[config.mk]
export PLATFORM = sky130hd
export DESIGN_NAME = booth_mult_unit
export DESIGN_NICKNAME = d
export VERILOG_FILES = /design/src/rtl/booth_mult_unit.sv
export SDC_FILE = /design/constraint.sdc
export NUM_CORES = 1
export LEC_CHECK = 0
export CELL_PAD_IN_SITES_DETAIL_PLACEMENT = 1
export CELL_PAD_IN_SITES_GLOBAL_PLACEMENT = 1
export CORE_ASPECT_RATIO = 0.7
export CORE_UTILIZATION = 36
export CTS_CLUSTER_DIAMETER = 200
export DETAILED_ROUTE_END_ITERATION = 10
export GPL_ROUTABILITY_DRIVEN = 0
export GPL_TIMING_DRIVEN = 0
export PLACE_DENSITY_LB_ADDON = 0.12
export SETUP_SLACK_MARGIN = 0.15
export SLEW_MARGIN = 15
export SYNTH_ARGS = -nofsm -noshare
export SYNTH_HDL_FRONTEND = slang
export SYNTH_SLANG_ARGS = --single-unit
export TNS_END_PERCENT = 100
[constraint.sdc]
create_clock -name clock -period 4.04 [get_ports clock]
set_input_delay 0.606 -clock clock [delete_from_list [all_inputs] [get_ports clock]]
set_output_delay 0.606 -clock clock [all_outputs]
set_load 0.05 [all_outputs]
[src/rtl/booth_mult_unit.sv]
// Sequential radix-2 Booth multiplier for the HI/LO write path: 33 steps, 34-cycle latency.
// Optional macro MULTU_EN adds the unsigned_op port for multu (zero-extended operands).
module booth_mult_unit (
    input  logic        clock,
    input  logic        reset,
    input  logic        start,
    input  logic [31:0] a,
    input  logic [31:0] b,
`ifdef MULTU_EN
    input  logic        unsigned_op,
`endif
    output logic        busy,
    output logic        done,
    output logic [31:0] hi,
    output logic [31:0] lo
);

    localparam int unsigned W  = 32;
    localparam int unsigned CW = 6;

    localparam logic [1:0] ST_IDLE = 2'd0;
    localparam logic [1:0] ST_RUN  = 2'd1;
    localparam logic [1:0] ST_DONE = 2'd2;

    // Count value seen during the final (33rd) step
    localparam logic [CW-1:0] LAST_STEP = CW'(32);

    logic [1:0]    state;
    logic [W:0]    m;
    logic [W+1:0]  acc;
    logic [W:0]    q;
    logic          q_m1;
    logic [CW-1:0] count;

    logic [1:0]    state_next;
    logic [W+1:0]  m_sext;
    logic [W+1:0]  acc_sum;
    logic [W+1:0]  step_acc;
    logic [W:0]    step_q;
    logic          step_q_m1;
    logic [63:0]   product;
    logic          accept;
    logic          finish;
    logic          ext_a;
    logic          ext_b;

    // Next state, one Booth step, and operand extension
    always_comb begin
        state_next = state;
        m_sext     = {m[W], m};
        acc_sum    = acc;
        accept     = 1'b0;
        finish     = 1'b0;
`ifdef MULTU_EN
        ext_a      = unsigned_op ? 1'b0 : a[W-1];
        ext_b      = unsigned_op ? 1'b0 : b[W-1];
`else
        ext_a      = a[W-1];
        ext_b      = b[W-1];
`endif

        case ({q[0], q_m1})
            2'b01:   acc_sum = acc + m_sext;
            2'b10:   acc_sum = acc - m_sext;
            default: acc_sum = acc;
        endcase

        step_acc  = {acc_sum[W+1], acc_sum[W+1:1]};
        step_q    = {acc_sum[0], q[W:1]};
        step_q_m1 = q[0];
        product   = {step_acc[W-2:0], step_q};

        case (state)
            ST_IDLE: begin
                if (start) begin
                    state_next = ST_RUN;
                    accept     = 1'b1;
                end
            end
            ST_RUN: begin
                if (count == LAST_STEP) begin
                    state_next = ST_DONE;
                    finish     = 1'b1;
                end
            end
            ST_DONE: begin
                if (start) begin
                    state_next = ST_RUN;
                    accept     = 1'b1;
                end else begin
                    state_next = ST_IDLE;
                end
            end
            default: state_next = ST_IDLE;
        endcase
    end

    always_ff @(posedge clock) begin
        if (reset) begin
            state <= ST_IDLE;
            busy  <= 1'b0;
            done  <= 1'b0;
            hi    <= '0;
            lo    <= '0;
            m     <= '0;
            acc   <= '0;
            q     <= '0;
            q_m1  <= 1'b0;
            count <= '0;
        end else begin
            state <= state_next;
            busy  <= (state_next == ST_RUN);
            done  <= (state_next == ST_DONE);
            if (accept) begin
                m     <= {ext_a, a};
                q     <= {ext_b, b};
                acc   <= '0;
                q_m1  <= 1'b0;
                count <= '0;
            end else if (state == ST_RUN) begin
                acc   <= step_acc;
                q     <= step_q;
                q_m1  <= step_q_m1;
                count <= count + CW'(1);
            end
            // Results only move on a completed run, so aborted/new runs leave them intact
            if (finish) begin
                hi <= product[63:32];
                lo <= product[31:0];
            end
        end
    end

endmodule

==> run_results.csv <==
group,metric,value,unit
run_status,outcome,"completed",
place,preCtsSetupSlack,-1.27,ns
detailed_routing,dr_total_vias,9478,
synth,synth_ff_type,"dfxtp_1",
synth,synthDistinctLibCells,64,
sta,worst_slack,0.115,ns
worst_setup_path,rrSetupSlack,0.11,ns
pwr,internal_power,3.20,mW
die,ios,133,
synth,synth_edf_count,0,
sta,max-slew-margin-rel,0.233,
worst_setup_path,crit_path_end_kind,"flop",
detailed_routing,via_per_inst,5.59,
cells_and_area,area_delta_synth_final,33.4,%
detailed_routing,wl_per_cell,20.8,um
die,core_area,0.0247,mm^2
run,maxCapViolations,0,
detailed_routing,wl,35300,um
synth,syn-cell-area,0.00908,mm^2
cells_and_area,utilization,0.491,
sta,post-route-period-util,0.972,
synth,syn-mean-instance-area,7.67,um^2
sta,finalSetupViolations,0,
worst_setup_path,critPathKind,"reg2reg",
sta,maxSlewViolCount,0,
cts,clkTransAtPathRegs,0.07,ns
synth,syn-num-nets,1288,
cts,cts-root-buf,"clkbuf_16",
cts,clock_path_buffers,2,
worst_setup_path,worst-path-max-fanout,5,
synth,yosys_register_bits,173,
sta,hold_violations,0,
cts,cts_buffers,17,
worst_setup_path,critical_path_arrival,4.32,ns
place,dp_cells,1639,
worst_setup_path,start_kind,"flop",
worst_setup_path,required,4.43,ns
min_path,hp-class,"reg2reg",
global_routing,grt_pass1_wl,52300,um
synth,seq_area_frac_synth,0.382,
sta,tns,0,ns
synth,synthAdderAreaFrac,0.0532,
global_routing,grt_start_max_net_pins,17,
cells_and_area,final_cells,1696,
worst_setup_path,path_cells,"or4_4 > or3_4 > nor4_4 > and2_4 > a21oi_2 > xnor2_1 > ha_1 > nor2_1 > o21ai_1 > a211oi_2 > a211oi_2 > or3_1 > a31oi_1 > a41o_1",
synth,synth_xor_area_frac,0.0492,
cts,clkSinkCount,173,
worst_setup_path,cpPeakStageDelay,0.54,ns
pwr,clkPwrFrac,0.356,
die,chipHeight,135,um
global_routing,grt_usage,0.267,
pwr,seq_power_share,0.385,
cells_and_area,nFillCells,2981,
detailed_routing,drtIter0Drc,562,
place,placed_cell_area,0.0108,mm^2
detailed_routing,drc,0,
sta,max_freq,0.255,GHz
worst_setup_path,critPathSlowestCell,"or4_4",
worst_setup_path,cp_num_buf_inv,0,
pwr,power,4.79,mW
pwr,p_comb_frac,0.259,
global_routing,antenna_found_initial,0,
cells_and_area,n_antenna_cell,0,
sta,rsz0062_at_grt,"yes",
die,start_util,0.368,
die,die_w,192,um
pwr,vdd_drop_max,0.323,mV
sta,holdWs,0.457,ns
cts,clk_latency,0.45,ns
die,die_area,0.0259,mm^2
synth,synthArstFlopShare,0,
place,hpwl,26100,um
global_routing,grt_pass1_vias,9076,
synth,synth_cells,1183,
cts,holdBufCountCts,0,
synth,synth.area.mux_share,0.0110,
cts,cts_tree,"yes",
pwr,p_sw,1.58,mW
cells_and_area,fin_area,0.0121,mm^2
global_routing,overflow,0,
synth,yosysWarnings,0,
worst_setup_path,cpLargestDelayFamily,"simple AND/OR/NAND/NOR gates",
place,portBuffers,131,
cells_and_area,nets,1465,
pwr,p_per_area,395,mW/mm^2
sta,min_period,3.93,ns
pwr,leakage,4.25,nW
synth,synthSimpleGateAreaFrac,0.208,
sta,tightest_slew,1.15,ns
worst_setup_path,cpMostUsedCell,"a211oi_2",
die,row_count,48,
detailed_routing,dr.pass1.iters,5,
detailed_routing,antenna_left,0,
sta,clock_skew,0.0107,ns
pwr,p_sw_frac,0.331,
synth,synth_top_family_by_area,"compound AO/OA/AOI/OAI gates",
cts,htree_levels,4,
synth,synth_compound_area_frac,0.254,
cells_and_area,drive_above_1_share,0.120,
==> cell usage after synthesis, drive strengths merged, types with 16 or more instances <==
master  count  area, um^2
nand2     222         833
a21oi     181         910
dfxtp     173        3460
nor2      109         409
clkbuf     58         218
o21ai      51         263
xnor2      40         350
ha         37         463
a211oi     34         265
a22oi      32         240
inv        30         113
nor3       27         135
a31oi      16         100
==> flip-flops by register name, indices dropped and copies added (netlist names) <==
register  count
acc          33
busy          1
count         6
done          1
hi           32
lo           32
m            32
q            33
q_m1          1
state         2
==> layout by cell type (no fill, tap or decap), types with 4 or more instances in the layout <==
cell type,Yosys,routed
a211oi_1,32,27
a211oi_2,2,6
a21o_1,8,8
a21oi_1,180,160
a21oi_2,1,18
a22oi_1,32,32
a311oi_1,4,4
a31oi_1,16,14
and3_1,6,6
buf_1,12,11
buf_4,0,26
buf_6,0,4
clkbuf_1,58,52
clkbuf_16,0,17
clkdlybuf4s50_1,0,131
clkinvlp_4,0,5
dfxtp_1,173,166
dfxtp_2,0,4
ha_1,37,30
ha_2,0,5
inv_1,30,29
mux2i_1,10,9
nand2_1,222,217
nand2b_1,11,11
nand3_1,10,9
nand4_1,8,8
nor2_1,109,105
nor2b_1,6,5
nor3_1,27,22
o211ai_1,7,7
o21a_1,6,6
o21ai_0,47,40
o21ai_1,2,5
o21ai_2,2,5
o21bai_1,5,5
or3_1,7,7
xnor2_1,40,35
xnor2_2,0,4
xor2_1,11,11
==> area by class of cell <==
| cell class | count | area [um^2] | area share |
|---|---|---|---|
| Timing Repair Buffer | 158 | 1530 | 0.126 |
| Inverter | 30 | 113 | 0.00930 |
| Multi-Input combinational cell | 908 | 5700 | 0.471 |
| Sequential cell | 173 | 3480 | 0.287 |
| Tap cell | 325 | 407 | 0.0336 |
| Clock buffer | 20 | 467 | 0.0385 |
| Buffer | 72 | 300 | 0.0248 |
| Clock inverter | 10 | 116 | 0.00961 |
==> tightest hold or removal path, cell delays in order (launching register included) <==
cell     delay (ns)
dfxtp_1        0.31
nand2_1        0.05
a21oi_1        0.05
==> routing by layer <==
metal | global-route usage | share of wire | up-vias
met2 | 0.394 | 0.43 | 202
met3 | 0.0582 | 0.048 | 52
met5 | 0 | 0 | -
met1 | 0.387 | 0.50 | 4695
met4 | 0.0772 | 0.023 | 0
li1 | - | - | 4529
==> repair_timing <==
action                                 4_1_cts  5_1_grt
endpoints found under the hold margin        0        0
gates resized for setup                     43      102
buffers inserted                             5       22
gates cloned                                 0        0
setup endpoints to repair                   52       31
pin swaps                                    9       51
==> kinds of logic after synthesis <==
| group | Yosys count |
|---|---|
| flops | 173 |
| mux | 10 |
| buf+inv | 102 |
| fa+ha+maj | 38 |
| xor+xnor | 51 |
| compound gates | 377 |
| simple gates | 432 |
==> path summary, 6_finish.rpt <==
| kind | start | end | cells after the start |
|---|---|---|---|
| hold / removal | q_m1 | q_m1 | 2 |
| hold reg to reg | q_m1 | q_m1 | 2 |
| setup reg to reg | m[18] | acc[32] | 14 |
| setup / recovery | m[18] | acc[32] | 14 |
==> power groups by stage <==
stage	Combinational, mW	Sequential, mW	Clock, mW
final	1.24	1.84	1.70
after global routing	1.34	1.85	1.78
after CTS	1.11	1.84	1.72
after detailed placement	1.06	1.88	0
after global placement	1.03	1.87	0
after floorplan	0.718	1.86	0
(Power assumes the default switching activity.)
